`config.mk`:
```
export PLATFORM = sky130hd
export DESIGN_NAME = aha_sram_initiator
export DESIGN_NICKNAME = d
export VERILOG_FILES = /design/src/rtl/aha_sram_pkg.sv /design/src/rtl/aha_sram_rsp_fifo.sv /design/src/rtl/aha_sram_initiator.sv
export SDC_FILE = /design/constraint.sdc
export NUM_CORES = 1
export LEC_CHECK = 0
export ABC_AREA = 1
export CAP_MARGIN = 40
export CORE_ASPECT_RATIO = 1.4
export CORE_UTILIZATION = 49
export DETAILED_ROUTE_END_ITERATION = 16
export MAX_ROUTING_LAYER = met4
export PLACE_DENSITY_LB_ADDON = 0.2
export SLEW_MARGIN = 30
export SYNTH_ARGS = -nofsm -noshare
export SYNTH_HDL_FRONTEND = slang
export SYNTH_SLANG_ARGS = --single-unit
```
`constraint.sdc`:
```
create_clock -name CLK -period 4.2 [get_ports CLK]
set_input_delay 0.84 -clock CLK [delete_from_list [all_inputs] [get_ports CLK]]
set_output_delay 0.84 -clock CLK [all_outputs]
set_load 0.02 [all_outputs]
```
`src/rtl/aha_sram_pkg.sv`:
```
// rtl/aha_sram_pkg.sv - shared types and default widths for the SRAM initiator
package aha_sram_pkg;

  // Default macro geometry
  localparam int ADDR_W_DEF = 15;
  localparam int DATA_W_DEF = 32;

  // Response FIFO depth; bounds the number of reads that may be outstanding
  localparam int RSP_DEPTH = 2;

  // Controller top-level state: zero-fill sweep, then normal request service
  typedef enum logic {
    INIT = 1'b0,
    RUN  = 1'b1
  } state_e;

endpackage

```
`src/rtl/aha_sram_rsp_fifo.sv`:
```
// rtl/aha_sram_rsp_fifo.sv - two-entry read response FIFO with occupancy count
module aha_sram_rsp_fifo #(
  parameter int W = 32
) (
  input  logic         clk,
  input  logic         rst_n,
  input  logic         push,
  input  logic [W-1:0] push_data,
  input  logic         pop,
  output logic         valid,
  output logic [W-1:0] data,
  output logic [1:0]   count
);

  logic [W-1:0] mem [2];
  logic         wr_ptr;
  logic         rd_ptr;
  logic         pop_ok;
  logic         push_ok;

  // A pop only counts when something is stored; a push is refused only when
  // full and not draining in the same cycle.
  assign pop_ok  = pop && (count != 2'd0);
  assign push_ok = push && ((count != 2'd2) || pop_ok);

  assign valid = (count != 2'd0);
  assign data  = mem[rd_ptr];

  // Storage, pointers and occupancy; simultaneous push/pop leaves count as is
  always_ff @(posedge clk or negedge rst_n) begin
    if (!rst_n) begin
      mem[0] <= '0;
      mem[1] <= '0;
      wr_ptr <= 1'b0;
      rd_ptr <= 1'b0;
      count  <= 2'd0;
    end else begin
      if (push_ok) begin
        mem[wr_ptr] <= push_data;
        wr_ptr      <= ~wr_ptr;
      end
      if (pop_ok) begin
        rd_ptr <= ~rd_ptr;
      end
      case ({push_ok, pop_ok})
        2'b10:   count <= count + 2'd1;
        2'b01:   count <= count - 2'd1;
        default: count <= count;
      endcase
    end
  end

endmodule

```
`src/rtl/aha_sram_initiator.sv`:
```
// rtl/aha_sram_initiator.sv - request/response front end for a single-port SRAM macro
module aha_sram_initiator
  import aha_sram_pkg::*;
#(
  parameter int ADDR_W        = ADDR_W_DEF,
  parameter int DATA_W        = DATA_W_DEF,
  parameter bit INIT_ON_RESET = 1'b1
) (
  input  logic                CLK,
  input  logic                RESETn,
  input  logic                REQ_VALID,
  output logic                REQ_READY,
  input  logic                REQ_WRITE,
  input  logic [ADDR_W-1:0]   REQ_ADDR,
  input  logic [DATA_W/8-1:0] REQ_WSTRB,
  input  logic [DATA_W-1:0]   REQ_WDATA,
  output logic                RSP_VALID,
  input  logic                RSP_READY,
  output logic [DATA_W-1:0]   RSP_RDATA,
  output logic                INIT_DONE,
  output logic                SRAM_CEn,
  output logic [DATA_W/8-1:0] SRAM_WEn,
  output logic [ADDR_W-1:0]   SRAM_A,
  output logic [DATA_W-1:0]   SRAM_D,
  input  logic [DATA_W-1:0]   SRAM_Q
);

  localparam int STRB_W = DATA_W / 8;

  state_e            state;
  state_e            state_nxt;
  logic [ADDR_W-1:0] init_addr;
  logic              init_last;
  logic              in_flight;
  logic [ADDR_W-1:0] last_a;
  logic [DATA_W-1:0] last_d;
  logic [1:0]        fifo_count;
  logic              fifo_valid;
  logic              rsp_pop;
  logic [2:0]        pending;
  logic              req_fire;
  logic              rd_fire;
  logic              wr_access;

  assign init_last = (init_addr == {ADDR_W{1'b1}});

  // Reads already issued but not yet consumed, less the one leaving this cycle.
  // Popping this cycle frees a slot immediately, hence RSP_READY -> REQ_READY.
  assign rsp_pop = fifo_valid && RSP_READY;
  assign pending = {1'b0, fifo_count} + {2'b00, in_flight} - {2'b00, rsp_pop};

  // RESETn gates the combinational outputs so they show idle values while held
  assign REQ_READY = RESETn && (state == RUN) && (pending < 3'd2);
  assign INIT_DONE = RESETn && (state == RUN);

  assign req_fire  = REQ_VALID && REQ_READY;
  assign rd_fire   = req_fire && !REQ_WRITE;
  // A write with no byte enabled is consumed without touching the macro
  assign wr_access = req_fire && REQ_WRITE && (|REQ_WSTRB);

  // INIT leaves once the last address has been written
  always_comb begin
    state_nxt = state;
    if ((state == INIT) && init_last) begin
      state_nxt = RUN;
    end
  end

  // State register; reset lands in INIT or RUN depending on the fill option
  always_ff @(posedge CLK or negedge RESETn) begin
    if (!RESETn) begin
      state <= INIT_ON_RESET ? INIT : RUN;
    end else begin
      state <= state_nxt;
    end
  end

  // Zero-fill address sweep, one word per cycle while in INIT
  always_ff @(posedge CLK or negedge RESETn) begin
    if (!RESETn) begin
      init_addr <= '0;
    end else if (state == INIT) begin
      init_addr <= init_addr + ADDR_W'(1);
    end
  end

  // Macro pin drive: init fill, accepted write, accepted read, else idle hold
  always_comb begin
    SRAM_CEn = 1'b1;
    SRAM_WEn = {STRB_W{1'b1}};
    SRAM_A   = last_a;
    SRAM_D   = last_d;
    if (RESETn) begin
      if (state == INIT) begin
        SRAM_CEn = 1'b0;
        SRAM_WEn = '0;
        SRAM_A   = init_addr;
        SRAM_D   = '0;
      end else if (wr_access) begin
        SRAM_CEn = 1'b0;
        SRAM_WEn = ~REQ_WSTRB;
        SRAM_A   = REQ_ADDR;
        SRAM_D   = REQ_WDATA;
      end else if (rd_fire) begin
        SRAM_CEn = 1'b0;
        SRAM_A   = REQ_ADDR;
      end
    end
  end

  // Remember the last driven address/data so idle cycles hold the bus steady
  always_ff @(posedge CLK or negedge RESETn) begin
    if (!RESETn) begin
      last_a <= '0;
      last_d <= '0;
    end else if (!SRAM_CEn) begin
      last_a <= SRAM_A;
      last_d <= SRAM_D;
    end
  end

  // A read issued this cycle has its data on SRAM_Q during the next one
  always_ff @(posedge CLK or negedge RESETn) begin
    if (!RESETn) begin
      in_flight <= 1'b0;
    end else begin
      in_flight <= rd_fire;
    end
  end

  aha_sram_rsp_fifo #(
    .W (DATA_W)
  ) u_rsp_fifo (
    .clk       (CLK),
    .rst_n     (RESETn),
    .push      (in_flight),
    .push_data (SRAM_Q),
    .pop       (rsp_pop),
    .valid     (fifo_valid),
    .data      (RSP_RDATA),
    .count     (fifo_count)
  );

  assign RSP_VALID = fifo_valid;

endmodule

```
## Yosys cells after proc, flatten, opt, wreduce, memory -nomap -nowiden

Cells that the tools add are included.

- Flip-flop bits (word level): 132
- Input port bits: 88
- Logic and storage cells: 66

- Add/subtract/negate cells: 5
- Order comparisons: 4
- Equal/unequal tests: 4
- Multiplexer cells: 21
- Bitwise gates (word level): 6
- Reduce and logical (&&, ||, !) cells: 16

Operator list:

| cell | count |
|---|---|
| 32-bit two-way mux | 7 |
| 64-bit bitwise mux | 1 |
| 15-bit two-way mux | 4 |
| 32-bit demux with 1-bit select | 1 |
| 15-bit by 1-bit adder with 15-bit output, second input constant | 1 |
| 15-bit == test, second input constant | 1 |
| 4-bit two-way mux | 3 |
| 1-bit logical AND | 11 |
| 2-bit >= comparator, second input constant | 2 |
| 1-bit two-way mux | 4 |
| 1-bit inverter with 2-bit output | 2 |
| 4-bit inverter | 1 |
| 2-bit case mux with 2 select lines | 1 |
| 2-bit nonzero test | 2 |
| 4-bit OR reduction | 1 |
| 2-bit by 1-bit adder with 3-bit output | 1 |
| 3-bit by 2-bit less-than comparator with 1-bit output, second input constant | 1 |
| 1-bit inverter | 3 |
| 3-bit by 1-bit subtractor with 3-bit output | 1 |
| 2-bit by 1-bit adder with 2-bit output, second input constant | 1 |
| 2-bit by 1-bit == test with 1-bit output, second input constant | 1 |
| 2-bit == test, second input constant | 1 |
| 2-bit by 1-bit less-than comparator with 1-bit output, second input constant | 1 |
| 2-bit != test, second input constant | 1 |
| 3 further kinds | 3 |

## Depth between registers and ports, before layout

- Depth in word-level cells: 11
- Mapped depth: 17
- Depth with buffers taken out: 17

## Modules after synthesis

Synthesis repeated with hierarchy kept, for this count alone.

- Cell total of the unflattened synthesis: 893
- Area total of the unflattened synthesis: 6876.6 um2

By module, submodules not included:

| module | times used | cells each | area each (um2) | sequential area each (um2) |
|---|---|---|---|---|
| aha_sram_initiator | 1 | 479 | 3573.4 | 1601.5 |
| aha_sram_rsp_fifo | 1 | 414 | 3303.2 | 1701.6 |

## Least setup slack after synthesis

OpenSTA, ideal clock, no wires.

- Path type: input to output
- Start: in RSP_READY
- End: out SRAM_D[19]
- Arrival time: 3.021 ns
- Slack: 0.339 ns
- Stages: 13
- Buffers on the path: 1
- Cell sequence: nand2_4 -> inv_1 -> ha_1 -> inv_1 -> nand2_1 -> fa_1 -> inv_1 -> nor2_1 -> nand3_2 -> nor2_4 -> clkbuf_2 -> o21ai_0 -> o21ai_0

- Longest elaborated chain between the ends: 10

Ends and longest elaborated chain:

| what | line | RTL |
|---|---|---|
| from (decl) | aha_sram_initiator.sv:18 | `input logic RSP_READY,` |
| 1-bit logical AND | aha_sram_initiator.sv:49 | `assign rsp_pop = fifo_valid && RSP_READY;` |
| 3-bit by 1-bit subtractor with 3-bit output | aha_sram_initiator.sv:50 | `assign pending = {1'b0, fifo_count} + {2'b00, in_flight} - {2'b00, rsp_pop};` |
| 3-bit by 2-bit less-than comparator with 1-bit output | aha_sram_initiator.sv:53 | `assign REQ_READY = RESETn && (state == RUN) && (pending < 3'd2);` |
| 1-bit logical AND | aha_sram_initiator.sv:53 |  |
| 1-bit logical AND | aha_sram_initiator.sv:56 | `assign req_fire = REQ_VALID && REQ_READY;` |
| 1-bit logical AND (2 in a row) | aha_sram_initiator.sv:59 | `assign wr_access = req_fire && REQ_WRITE && (\|REQ_WSTRB);` |
| 32-bit two-way mux | aha_sram_initiator.sv:99 | `end else if (wr_access) begin` |
| 32-bit two-way mux | aha_sram_initiator.sv:94 | `if (state == INIT) begin` |
| 32-bit two-way mux | aha_sram_initiator.sv:93 | `if (RESETn) begin` |
| to (decl) | aha_sram_initiator.sv:24 | `output logic [DATA_W-1:0] SRAM_D,` |

No other way between the ends.

## Worst setup path after layout

- Start: in RSP_READY
- End: out SRAM_A[5]

- Longest elaborated chain between the ends: 10
- Elaborated cells between the ends (all ways): 12
- Classes of those cells: add/sub: 1; order compare: 1; mux: 4; reduce/logical: 6

Ends and longest elaborated chain:

| what | line | RTL |
|---|---|---|
| 1-bit logical AND (*) | aha_sram_initiator.sv:49 |  |
| 3-bit by 1-bit subtractor with 3-bit output (*) | aha_sram_initiator.sv:50 |  |
| 3-bit by 2-bit less-than comparator with 1-bit output (*) | aha_sram_initiator.sv:53 |  |
| 1-bit logical AND (*) | aha_sram_initiator.sv:53 |  |
| 1-bit logical AND (*) | aha_sram_initiator.sv:56 |  |
| 1-bit logical AND (on tied branches) | aha_sram_initiator.sv:57, aha_sram_initiator.sv:59 |  |
| 15-bit two-way mux or 1-bit logical AND (tied branches) | aha_sram_initiator.sv:104, aha_sram_initiator.sv:59 |  |
| 15-bit two-way mux (*) | aha_sram_initiator.sv:99 |  |
| 15-bit two-way mux (*) | aha_sram_initiator.sv:94 |  |
| 15-bit two-way mux (*) | aha_sram_initiator.sv:93 |  |
| to (decl) | aha_sram_initiator.sv:23 | `output logic [ADDR_W-1:0] SRAM_A,` |

Mark *: on every way between the ends. The rest lies on a longest branch, timed or not.

==> impl_metrics.py <==
metrics = {
    "sta": {
        "slew_headroom": 0.544,
        "max_freq_mhz": 244,
        "finalHoldViolations": 0,
        "period_minus_slack_ps": 4100,
        "maxSlewViolCount": 0,
        "finalWorstSetupSlack_ps": 97.4,
        "worst_pin_slew_ps": 683,
        "rsz0062_at_grt": "true",
        "setup_tns_ps": 0,
        "period_share": 0.977,
        "setup_viol": 0,
        "clock-skew-final_ps": 11.7,
    },
    "clock_tree": {
        "cts.clk_slew.worst_paths_ps": 60,
        "clkSinkCount": 132,
        "cts_root_buf": "clkbuf_16",
        "cts-buffers-inserted": 17,
        "clock_path_buffers": 2,
        "clock_latency_ps": 400,
        "cts_tree": "done",
        "htreeDepth": 4,
    },
    "global_route": {
        "grt_pass1_wl_um": 26800,
        "grt_max_degree": 86,
        "grt_remaining_overflow": 0,
        "antenna_found_initial": 0,
        "grt_pass1_vias": 5918,
        "grt_usage": 0.245,
    },
    "critical_path": {
        "arrival_ps": 3260,
        "path_buf_inv": 7,
        "crit_top_cell": "inv_1",
        "crit_path_max_incr_delay_ps": 560,
        "crit_family": "adder cells",
        "worst_setup_path_start_kind": "input port",
        "worstPathCellList": "clkbuf_2 > nand2_4 > inv_1 > ha_1 > inv_1 > nand2_1 > fa_1 > inv_1 > nor2_2 > nand3_2 > buf_6 > a21oi_4 > clkbuf_16 > nand2_1 > nand3_1 > a21oi_2 > buf_4",
        "cp_slowest_cell": "fa_1",
        "path_max_fanout": 7,
        "crit_path_end_kind": "output port",
        "worst_ep_required_time_ps": 3360,
        "worstSetupPathType": "input port to output port",
    },
    "final_layout": {
        "final_common_cell": "nand2_1",
        "diodes": 0,
        "n_fill_cell": 1151,
        "syn_to_final_growth_pct": 39.9,
        "drive_above_1_share": 0.169,
        "final_cell_mix": "268 x nand2_1, 132 x dfrtp_1, 120 x clkdlybuf4s50_1",
        "nNetsFinal": 1139,
    },
    "synthesis": {
        "synth_top_area_cell": "dfrtp_1",
        "synth_cells": 852,
        "synth_area_leaders": "dfrtp_1 50%, nand2_1 15%, o21ai_0 9.5%, inv_1 4.8%, nor2_1 3.3%",
        "synthArstFlopShare": 1.00,
        "ys_seq_area_frac": 0.497,
        "synth_edf_count": 0,
        "netlist_area_um2": 6640,
        "synth_top_area_share": 0.497,
        "syn_avg_cell_area_um2": 7.80,
        "yosysWarnings": 0,
        "synthDistinctLibCells": 32,
        "syn_nets": 944,
        "yosys_most_used_dff": "dfrtp_1",
        "synth_seq_cells": 132,
    },
    "outcome": {
        "status": "complete, no violations",
    },
    "detailed_routing": {
        "drt-vias-per-instance": 4.96,
        "wl_met2_um": 8220,
        "ant_nets": 0,
        "drt_iter0_drc": 270,
        "post_drt_wl_per_cell_um": 13.1,
        "num_vias": 6157,
        "top_layer": "met4",
        "met3_length_um": 760,
        "drc": 0,
        "wirelength_met1_um": 6940,
        "drt-total-wl_um": 16200,
        "firstDrtPassIters": 6,
    },
    "power_and_ir_drop": {
        "p_leak_nw": 4.60,
        "vdd_ir_drop_max_v": 0.000253,
        "power_mw": 3.34,
        "pwr_density_cell_nw_per_um2": 360,
    },
    "floorplanning": {
        "die_area_um2": 14000,
        "io_pins": 175,
        "num_rows": 50,
        "coreArea_um2": 13300,
        "fp.dieH_um": 140,
        "die_w_um": 100,
        "initial_core_util": 0.498,
    },
    "run": {
        "max_cap_viol_count": 0,
    },
    "place": {
        "dpl_worst_slack_ps": -581,
        "portBuffers": 174,
        "place_hpwl_um": 10800,
        "gp_congestion": 0.835,
    },
    "hold_path": {
        "hp-class": "input port to asynchronous set/reset pin",
    },
}
[kinds of logic (layout without fill, tap and decap cells)]
| family | Yosys count | count (layout) | synth area share |
|---|---|---|---|
| AO/OA/AOI/OAI | 204 | 204 | 0.169 |
| adder cells (fa/ha/maj) | 4 | 4 | 0.00867 |
| flip-flops | 132 | 132 | 0.497 |
| buffers and inverters | 133 | 340 | 0.0844 |
| XOR/XNOR | 17 | 17 | 0.0224 |
| AND/OR/NAND/NOR | 362 | 362 | 0.218 |
[Yosys cell counts, types with 3 or more instances]
| library cell | count |
|---|---|
| nand2_1 | 268 |
| dfrtp_1 | 132 |
| o21ai_0 | 126 |
| inv_1 | 85 |
| nor2_1 | 59 |
| a21oi_1 | 42 |
| clkbuf_1 | 23 |
| o21ai_2 | 23 |
| nand3_1 | 21 |
| xor2_1 | 15 |
| o21ai_1 | 10 |
| buf_2 | 9 |
| buf_6 | 6 |
| inv_2 | 4 |
| ha_1 | 3 |
| nand3_2 | 3 |
| nor3_1 | 3 |
[worst paths after layout]
kind	start	to	slack, ps	cells past startpoint
max	RSP_READY	SRAM_A[5]	100	17
min	RESETn	last_d[25]	390	2
max reg2reg	u_rsp_fifo.count[0]	last_d[12]	1320	17
min reg2reg	u_rsp_fifo.mem[43]	u_rsp_fifo.mem[43]	480	2
max in group asynchronous	RESETn	last_d[7]	3200	3
min in group CLK	u_rsp_fifo.mem[43]	u_rsp_fifo.mem[43]	480	2
[worst reg2reg max path, delay by kind of cell (launching register included)]
family,cells,cell delay (ps)
flip-flops,1,400
AND/OR/NAND/NOR,6,590
AO/OA/AOI/OAI,2,300
adder cells (fa/ha/maj),2,820
buffers and inverters,7,650
[per-stage QoR]
| stage | area (um^2) | hold WS, ps | cells | utilization |
|---|---|---|---|---|
| finish | 9290 | 391 | 1241 | 0.697 |
| global route | 9290 | 380 | 1241 | 0.697 |
| CTS | 9350 | 482 | 1230 | 0.701 |
| detailed placement | 8690 | 467 | 1199 | 0.652 |
| global placement | 8690 | 464 | 1199 | 0.652 |
| floorplan | 6640 | 453 | 852 | - |
[sequential cells by signal (all words and copies together), names as in the netlist]
signal	count
last_a	15
u_rsp_fifo.count	2
init_addr	15
u_rsp_fifo.wr_ptr	1
last_d	32
u_rsp_fifo.rd_ptr	1
u_rsp_fifo.mem	64
state	1
in_flight	1
[routing by layer]
layer  global-route usage  up-vias
li1                     -     3089
met1                0.292     2886
met2                0.402      160
met3               0.0568       22
met4               0.0931        0
met5                    -        -
[report_power, final]
part,internal (mW),switching (mW),total (mW)
combinational,0.211,0.303,0.514
clock,0.966,0.549,1.52
sequential,1.30,0.0146,1.31
[final cells by class]
| cell class | count | area, um^2 | share of cell area |
|---|---|---|---|
| timing repair buffer | 218 | 1980 | 0.213 |
| tap | 182 | 228 | 0.0245 |
| clock buffer | 20 | 457 | 0.0492 |
| sequential | 132 | 3300 | 0.356 |
| clock inverter | 11 | 151 | 0.0163 |
| multi-input combinational | 587 | 2830 | 0.305 |
| inverter | 91 | 347 | 0.0373 |
[timing repair]
item,CTS,global route
gates cloned,0,4
pin swaps,0,4
setup endpoints to repair,52,52
endpoints found under the hold margin,0,0
buffers inserted,0,5
hold buffers,0,0
gates resized for setup,176,97
Note: power is estimated with default switching activity, not from simulation.
